<file path="src/rtl/riscv_defs.sv">
`default_nettype none
// ============================================================================
// Package     : riscv_defs
// Description : Shared definitions for the CPU memory path: arbiter state
//               encodings, MEM access-size codes, owner codes and the
//               Stop/Go stall levels shared with the pipeline stall controller.
// Revision    : 1.0 - initial release
// ============================================================================
package riscv_defs;

   // Arbiter state encodings
   localparam logic [1:0] c_st_idle  = 2'd0;
   localparam logic [1:0] c_st_read  = 2'd1;
   localparam logic [1:0] c_st_write = 2'd2;
   localparam logic [1:0] c_st_done  = 2'd3;

   // MEM access-size codes (code 3 is treated as a word access)
   localparam logic [1:0] c_size_byte = 2'd0;
   localparam logic [1:0] c_size_half = 2'd1;
   localparam logic [1:0] c_size_word = 2'd2;

   // Transaction owner codes
   localparam logic c_owner_if  = 1'b0;
   localparam logic c_owner_mem = 1'b1;

   // Stall levels driven to the stall controller
   localparam logic Stop = 1'b1;
   localparam logic Go   = 1'b0;

   // Number of byte cycles for a MEM access size code
   function automatic logic [2:0] size_to_bytes(input logic [1:0] size);
      logic [2:0] n;
      case (size)
         c_size_byte: n = 3'd1;
         c_size_half: n = 3'd2;
         c_size_word: n = 3'd4;
         default:     n = 3'd4;
      endcase
      return n;
   endfunction

endpackage : riscv_defs
`default_nettype wire

</file>
<file path="src/rtl/mem_arbiter.sv">
`default_nettype none
// ============================================================================
// Module      : mem_arbiter
// Description : Shares the single byte-wide RAM port between instruction
//               fetch (IF, always 4-byte reads) and the MEM stage (1/2/4-byte
//               reads and writes). Word requests are split into byte cycles
//               and assembled/disassembled little-endian. MEM has priority.
// Ports       : clk, rst           - clock, synchronous active-high reset
//               rdy                - chip ready; low freezes all state
//               if_req/if_addr     - IF fetch request and byte address
//               if_flush           - abandon an in-flight IF read
//               if_done/if_data    - IF completion pulse and instruction
//               mem_req/mem_we     - MEM request, 1 = write
//               mem_size           - 0 = 1B, 1 = 2B, 2/3 = 4B
//               mem_addr/mem_wdata - MEM byte address and store data
//               mem_done/mem_rdata - MEM completion pulse and load data
//               ram_din            - RAM read data (one cycle after address)
//               ram_dout/ram_a     - RAM write data and address
//               ram_wr             - RAM write enable
//               if_stall/mem_stall - stall levels for the stall controller
// Revision    : 1.0 - initial release
// ============================================================================
module mem_arbiter
   import riscv_defs::*;
#(
   parameter int ADDR_W = 32
) (
   input  logic              clk,
   input  logic              rst,
   input  logic              rdy,
   input  logic              if_req,
   input  logic [ADDR_W-1:0] if_addr,
   input  logic              if_flush,
   output logic              if_done,
   output logic [31:0]       if_data,
   input  logic              mem_req,
   input  logic              mem_we,
   input  logic [1:0]        mem_size,
   input  logic [ADDR_W-1:0] mem_addr,
   input  logic [31:0]       mem_wdata,
   output logic              mem_done,
   output logic [31:0]       mem_rdata,
   input  logic [7:0]        ram_din,
   output logic [7:0]        ram_dout,
   output logic [ADDR_W-1:0] ram_a,
   output logic              ram_wr,
   output logic              if_stall,
   output logic              mem_stall
);

   logic [1:0]        r_state;
   logic [1:0]        w_next_state;
   logic              r_owner;
   logic [2:0]        r_cnt;
   logic [2:0]        r_len;
   logic [ADDR_W-1:0] r_base;
   logic [31:0]       r_wdata;
   logic [31:0]       r_asm;

   logic              w_grant_mem;
   logic              w_grant_if;
   logic              w_if_flushed;
   logic [1:0]        w_cap_sel;

   // IF can only be granted when MEM is not asking in the same cycle
   assign w_grant_mem  = (r_state == c_st_idle) && mem_req;
   assign w_grant_if   = (r_state == c_st_idle) && !mem_req && if_req && !if_flush;
   assign w_if_flushed = (r_state == c_st_read) && (r_owner == c_owner_if) && if_flush;

   // Byte lane being captured: data returned for address base+c-1.
   // At c = 4 the low two bits wrap to 0, giving lane 3 as required.
   assign w_cap_sel = r_cnt[1:0] - 2'd1;

   // ------------------------------------------------------------------------
   // State register
   // ------------------------------------------------------------------------
   always_ff @(posedge clk) begin
      if (rst) begin
         r_state <= c_st_idle;
      end else if (rdy) begin
         r_state <= w_next_state;
      end
   end

   // ------------------------------------------------------------------------
   // Next-state logic
   // ------------------------------------------------------------------------
   always_comb begin
      w_next_state = r_state;
      case (r_state)
         c_st_idle: begin
            if (w_grant_mem) begin
               w_next_state = mem_we ? c_st_write : c_st_read;
            end else if (w_grant_if) begin
               w_next_state = c_st_read;
            end
         end
         c_st_read: begin
            // The extra count step at c = n collects the last returned byte
            if (w_if_flushed) begin
               w_next_state = c_st_idle;
            end else if (r_cnt == r_len) begin
               w_next_state = c_st_done;
            end
         end
         c_st_write: begin
            if (r_cnt == (r_len - 3'd1)) begin
               w_next_state = c_st_done;
            end
         end
         c_st_done: begin
            w_next_state = c_st_idle;
         end
         default: begin
            w_next_state = c_st_idle;
         end
      endcase
   end

   // ------------------------------------------------------------------------
   // Transaction datapath: operand latch, byte counter, read assembly
   // ------------------------------------------------------------------------
   always_ff @(posedge clk) begin
      if (rst) begin
         r_owner <= c_owner_if;
         r_cnt   <= 3'd0;
         r_len   <= 3'd0;
         r_base  <= '0;
         r_wdata <= 32'd0;
         r_asm   <= 32'd0;
      end else if (rdy) begin
         case (r_state)
            c_st_idle: begin
               r_cnt <= 3'd0;
               // Cleared so narrow MEM loads come back zero-extended
               r_asm <= 32'd0;
               if (w_grant_mem) begin
                  r_owner <= c_owner_mem;
                  r_len   <= size_to_bytes(mem_size);
                  r_base  <= mem_addr;
                  r_wdata <= mem_wdata;
               end else if (w_grant_if) begin
                  r_owner <= c_owner_if;
                  r_len   <= 3'd4;
                  r_base  <= if_addr;
               end
            end
            c_st_read: begin
               if (r_cnt != 3'd0) begin
                  r_asm[{w_cap_sel, 3'b000} +: 8] <= ram_din;
               end
               r_cnt <= (w_next_state == c_st_read) ? r_cnt + 3'd1 : 3'd0;
            end
            c_st_write: begin
               r_cnt <= (w_next_state == c_st_write) ? r_cnt + 3'd1 : 3'd0;
            end
            default: begin
               r_cnt <= 3'd0;
            end
         endcase
      end
   end

   // ------------------------------------------------------------------------
   // Output logic
   // ------------------------------------------------------------------------
   always_comb begin
      ram_a     = '0;
      ram_dout  = 8'd0;
      ram_wr    = 1'b0;
      if_done   = 1'b0;
      mem_done  = 1'b0;
      if_data   = 32'd0;
      mem_rdata = 32'd0;
      case (r_state)
         c_st_read: begin
            if (r_cnt < r_len) begin
               ram_a = r_base + ADDR_W'(r_cnt);
            end
         end
         c_st_write: begin
            // A frozen cycle must not repeat the write
            ram_wr   = rdy;
            ram_a    = r_base + ADDR_W'(r_cnt);
            ram_dout = r_wdata[{r_cnt[1:0], 3'b000} +: 8];
         end
         c_st_done: begin
            // Done is gated by rdy so it marks the single cycle the
            // transaction actually retires
            if (r_owner == c_owner_mem) begin
               mem_done  = rdy;
               mem_rdata = r_asm;
            end else begin
               if_done   = rdy;
               if_data   = r_asm;
            end
         end
         default: begin
         end
      endcase
   end

   assign if_stall  = (if_req  && !if_done)  ? Stop : Go;
   assign mem_stall = (mem_req && !mem_done) ? Stop : Go;

endmodule : mem_arbiter
`default_nettype wire

</file>
<file path="config.mk">
export PLATFORM = sky130hd
export DESIGN_NAME = mem_arbiter
export DESIGN_NICKNAME = d
export VERILOG_FILES = /design/src/rtl/riscv_defs.sv /design/src/rtl/mem_arbiter.sv
export SDC_FILE = /design/constraint.sdc
export NUM_CORES = 1
export LEC_CHECK = 0
export ABC_AREA = 0
export BUFFER_PORTS_ARGS = -buffer_cell sky130_fd_sc_hd__buf_2
export CAP_MARGIN = 20
export CELL_PAD_IN_SITES_DETAIL_PLACEMENT = 1
export CELL_PAD_IN_SITES_GLOBAL_PLACEMENT = 2
export CORE_MARGIN = 2
export CORE_UTILIZATION = 29
export CTS_BUF_LIST = sky130_fd_sc_hd__clkbuf_16
export DETAILED_ROUTE_END_ITERATION = 8
export PLACE_DENSITY = 0.82
export SLEW_MARGIN = 10
export SYNTH_ARGS = -nofsm -noshare
export SYNTH_HDL_FRONTEND = slang
export SYNTH_SLANG_ARGS = --single-unit
export TNS_END_PERCENT = 100
</file>
<file path="constraint.sdc">
create_clock -name clk -period 4.2 [get_ports clk]
set_input_delay 0.63 -clock clk [delete_from_list [all_inputs] [get_ports clk]]
set_output_delay 0.63 -clock clk [all_outputs]
set_load 0.05 [all_outputs]
</file>
# Word level (Yosys, flattened, before mapping)
# Index checks and enable logic that the tools add are counted.
# word_totals
ff_bits	105
in_bits	113
word_cells	80
# op_classes
addsub	5
n_lt_le_gt_ge	1
n_eq_ne	9
shift	3
mux	34
bitwise_logic	1
n_reduce_logical	20
# ops
operator	n
two-way mux 32 bit	8
case mux 32 bit (2 select lines)	2
adder 32 x 3 -> 32 bit	1
bitwise mux 32 bit	1
variable shift 8 x 7 -> 32 bit (first input constant)	1
indexed part select 32 x 6 -> 8 bit	1
indexed part select 8 x 7 -> 32 bit	1
two-way mux 2 bit	6
two-way mux 3 bit	4
case mux 3 bit (2 select lines)	2
two-way mux 1 bit	9
AND reduction 3 bit	3
logical AND 1 bit	8
two-way mux 8 bit	1
case mux 2 bit (4 select lines)	1
negator 5 -> 7 bit	1
== test 2 x 1 -> 1 bit (second input constant)	3
== test 2 bit (second input constant)	3
== test 3 bit	2
zero test 1 bit	4
zero test 2 bit	2
nonzero test 2 bit	2
adder 3 x 1 -> 3 bit (second input constant)	1
less-than comparator 3 bit	1
other kinds (5)	5

# Depth between registers and ports, before layout
# logic_depth
ltp_word	10
depth_mapped	9
depth_no_buf	7

# Worst setup path before layout
# Ideal clock, no wire load.
# synth_path
path_type	register to output
start	register r_cnt[0]
end	output ram_a[28]
arrival_ns	2.672
slack_ns	0.898
path_stages_with_launch	8
n_path_buf	0
cell_sequence	dfxtp_1 -> ha_1 -> fa_1 -> a21oi_1 -> nor4_4 -> nand4_1 -> or3_1 -> a21oi_1
# synth_between
elab_chain_cells	3
# synth_rtl
item	line	text
start: declaration	mem_arbiter.sv:54	logic [2:0] r_cnt;
start signal: assignment	mem_arbiter.sv:152	r_cnt <= (w_next_state == c_st_read) ? r_cnt + 3'd1 : 3'd0;
start signal: assignment	mem_arbiter.sv:155	r_cnt <= (w_next_state == c_st_write) ? r_cnt + 3'd1 : 3'd0;
adder 32 x 3 -> 32 bit / less-than comparator 3 bit (equally long branches)	mem_arbiter.sv:178, mem_arbiter.sv:184, mem_arbiter.sv:177	
two-way mux 32 bit	mem_arbiter.sv:177	if (r_cnt < r_len) begin
case mux 32 bit (2 select lines) *	mem_arbiter.sv:175	case (r_state)
end: declaration	mem_arbiter.sv:45	output logic [ADDR_W-1:0] ram_a,
# Mark *: on every way between the ends. The rest lies on a longest branch, timed or not.

# Final worst setup path
# layout_path
start	register r_cnt[2]
end	output ram_a[28]
# The elaborated chain is that of the path after synthesis.

==> impl_metrics.env <==
export IMPL_clock_latency_ns=0.36
export IMPL_syn_area_um2=5990
export IMPL_final_common_cell="buf_2"
export IMPL_slew_headroom_pct=32.5
export IMPL_layout_common_cells="220 x buf_2, 150 x nand2_1, 105 x dfxtp_1"
export IMPL_crit_path_top_delay_cell="nor4_4"
export IMPL_drive_above_1_share_pct=28.5
export IMPL_cts_hold_buf=0
export IMPL_end_kind="output pin"
export IMPL_seq_power_share_pct=45.6
export IMPL_max_stage_delay_ns=0.49
export IMPL_grt_max_degree=80
export IMPL_fin_crit_ns=3.51
export IMPL_via_per_inst=4.90
export IMPL_ys_seq_area_share_pct=35.1
export IMPL_status="completed"
export IMPL_core_um2=20200
export IMPL_drt_iter0_markers=213
export IMPL_holdCritPathClass="flip-flop to flip-flop"
export IMPL_synth_fp_nets=901
export IMPL_async_flop_share_pct=0
export IMPL_hold_end="r_wdata[16]"
export IMPL_setup_viol=0
export IMPL_yosysUniqueCellTypes=57
export IMPL_worstReg2RegStart="r_state[0]"
export IMPL_power_frac_clock_pct=36.7
export IMPL_areaGrowthSynthToFinish_pct=28.1
export IMPL_fin_util_pct=37.9
export IMPL_grt_total_usage_pct=18.1
export IMPL_cts_sinks=105
export IMPL_power_frac_comb_pct=17.6
export IMPL_die_area_um2=21800
export IMPL_crit_path_start_kind="flip-flop"
export IMPL_cts_repair_resized=0
export IMPL_drcViolationCount=0
export IMPL_timing_rr_end="r_cnt[1]"
export IMPL_rrSetupSlack_ns=1.57
export IMPL_avgSynthCellArea_um2=7.79
export IMPL_max_clock_freq_mhz=285
export IMPL_finalWirelength_um=20000
export IMPL_crit_top_cell="a21oi_1"
export IMPL_vias=6080
export IMPL_fin_skew_ns=0.00990
export IMPL_ios=222
export IMPL_worstHoldPathCells=2
export IMPL_yosys_area_top_type="dfxtp_1"
export IMPL_setup_tns_ns=0
export IMPL_synth_edff_count=0
export IMPL_cts_setup_buffers=0
export IMPL_rsz0062_at_grt="no"
export IMPL_cts_buffers=9
export IMPL_placement_io_buffers=221
export IMPL_synth_seq_cells=105
export IMPL_syn_inst=769
export IMPL_ff2ff_path_depth=8
export IMPL_sw_frac_of_total_pct=30.8
export IMPL_start_util_pct=29.6
export IMPL_finalHoldViolCount=0
export IMPL_synth_ff_type="dfxtp_1"
export IMPL_htree_levels=3
export IMPL_ir_drop_uv=192
export IMPL_dr_pass1_iters=4
export IMPL_crit_chain="ha_1 -> a21oi_1 -> nor4_4 -> nand4_1 -> or3_1 -> a21oi_1 -> buf_2"
export IMPL_worst_slew_pin_slew_ns=1.01
export IMPL_synthTopCellsByArea="dfxtp_1 35%, nand2_1 9.4%, nor2_1 6.1%"
export IMPL_cts_tree="done"
export IMPL_critPathArrivalTime_ns=2.88
export IMPL_hp_start="r_wdata[16]"
export IMPL_powerDensity_nw_per_um2=318
export IMPL_cap_violations=0
export IMPL_nets=1096
export IMPL_finalCritPeriodShare_pct=83.7
export IMPL_cts_root_buf="clkbuf_16"
export IMPL_clockBufferDepth=2
export IMPL_wire_per_inst_um=16.1
export IMPL_p_switching_w=0.000751
export IMPL_gr_total_overflow=0
export IMPL_gp_congestion=0.813
export IMPL_yosysWarnings=0
export IMPL_antenna_left=0
export IMPL_grt_pass1_wl_um=31800
export IMPL_p_int_w=0.00169
export IMPL_grt_pass1_vias=6150
export IMPL_rows=52
export IMPL_synth_top_area_share_pct=35.1
export IMPL_dp_hpwl_um=14900
export IMPL_antenna_found_initial=2
export IMPL_clkTransAtPathRegs_ns=0.08
export IMPL_crit_type="flip-flop to output pin"
export IMPL_drv_slew=0
export IMPL_required_ns=3.57
export IMPL_die_w_um=148
export IMPL_critical_path_peak_fanout=8
export IMPL_die_h_um=148
export IMPL_p_leak_nw=3.45
## power groups by stage
stage / registers (W) / clock network, W / logic (W)
6_report: 0.00111 / 0.000897 / 0.000430
5_1_grt: 0.00112 / 0.000956 / 0.000484
3_5_place_dp: 0.00114 / 0 / 0.000428
3_3_place_gp: 0.00113 / 0 / 0.000425
4_1_cts: 0.00111 / 0.000928 / 0.000431
2_1_floorplan: 0.00111 / 0 / 0.000293
## routing by layer
layer	wire, um	track usage [%]
met1	9130	22.9
met5	0	0
met2	9670	31.2
met4	375	6.68
met3	833	2.84
## worst max-delay path by stage
stage / from / end / slack, ns / cells after the start
global route: r_cnt[0] / ram_a[28] / 0.48 / 8
detailed placement: r_cnt[2] / ram_a[28] / 1.09 / 7
CTS: r_cnt[2] / ram_a[28] / 0.67 / 7
floorplan: r_cnt[0] / ram_a[28] / 0.90 / 7
global placement: r_cnt[2] / ram_a[28] / 1.16 / 7
finish: r_cnt[2] / ram_a[28] / 0.69 / 7
## critical path, delay by kind of cell, from the launching register on
kind	cells	cell delay [ns]
adder cells (fa/ha/maj)	1	0.38
flip-flops	1	0.39
buffers and inverters	1	0.29
AND/OR/NAND/NOR	3	1.12
AO/OA/AOI/OAI	2	0.34
## logic make-up (layout without fill, tap and decap cells)
logic type | after synthesis | after routing | share of synthesized area, %
simple gates | 403 | 403 | 33.1
compound gates | 138 | 138 | 15.7
flops | 105 | 105 | 35.1
buf+inv | 67 | 267 | 4.47
xor+xnor | 28 | 28 | 4.32
fa+ha+maj | 19 | 19 | 4.09
mux | 9 | 9 | 3.17
other cells | 0 | 2 | 0
## state kept, by name, summed over array words and instances (netlist names)
signal / cells
r_asm: 32
r_base: 32
r_cnt: 3
r_len: 3
r_owner: 1
r_state: 2
r_wdata: 32
## cells in the mapped netlist, types with 3 or more instances
| cell | instances |
|---|---|
| o21ai_1 | 5 |
| a22oi_1 | 26 |
| nor4_1 | 4 |
| xnor2_1 | 14 |
| mux4_2 | 8 |
| and3_1 | 36 |
| nor2_1 | 97 |
| clkbuf_1 | 44 |
| o21ai_0 | 4 |
| nand4_1 | 9 |
| nand3_1 | 18 |
| nand2b_1 | 3 |
| ha_1 | 18 |
| and2_1 | 43 |
| dfxtp_1 | 105 |
| and4_1 | 3 |
| nor3_1 | 7 |
| nand2_1 | 150 |
| inv_1 | 17 |
| o31ai_1 | 4 |
| a311oi_1 | 33 |
| xor2_1 | 13 |
| nor2b_1 | 14 |
| a21oi_1 | 51 |
## area by class of cell
class / count / area [um^2]
Antenna cell: 2 / 5.00
Timing Repair Buffer: 233 / 1220
Multi-Input combinational cell: 597 / 3640
Clock inverter: 7 / 82.6
Clock buffer: 9 / 225
Tap cell: 270 / 338
Sequential cell: 105 / 2100
Inverter: 18 / 67.6
Fill cell: 2554 / 12600
## through the flow
stage                     area [um^2]  hold WS [ns]  power (W)  worst slack (ns)  instances
after floorplan                  5990         0.433    0.00141             0.898        769
after global placement           7340         0.440    0.00156              1.16       1222
after detailed placement         7340         0.448    0.00157              1.09       1222
after CTS                        7640         0.458    0.00247             0.674       1238
after global routing             7680         0.474    0.00256             0.477       1241
final                            7680         0.455    0.00244             0.686       1241
Note: power is estimated with default switching activity, not from simulation.
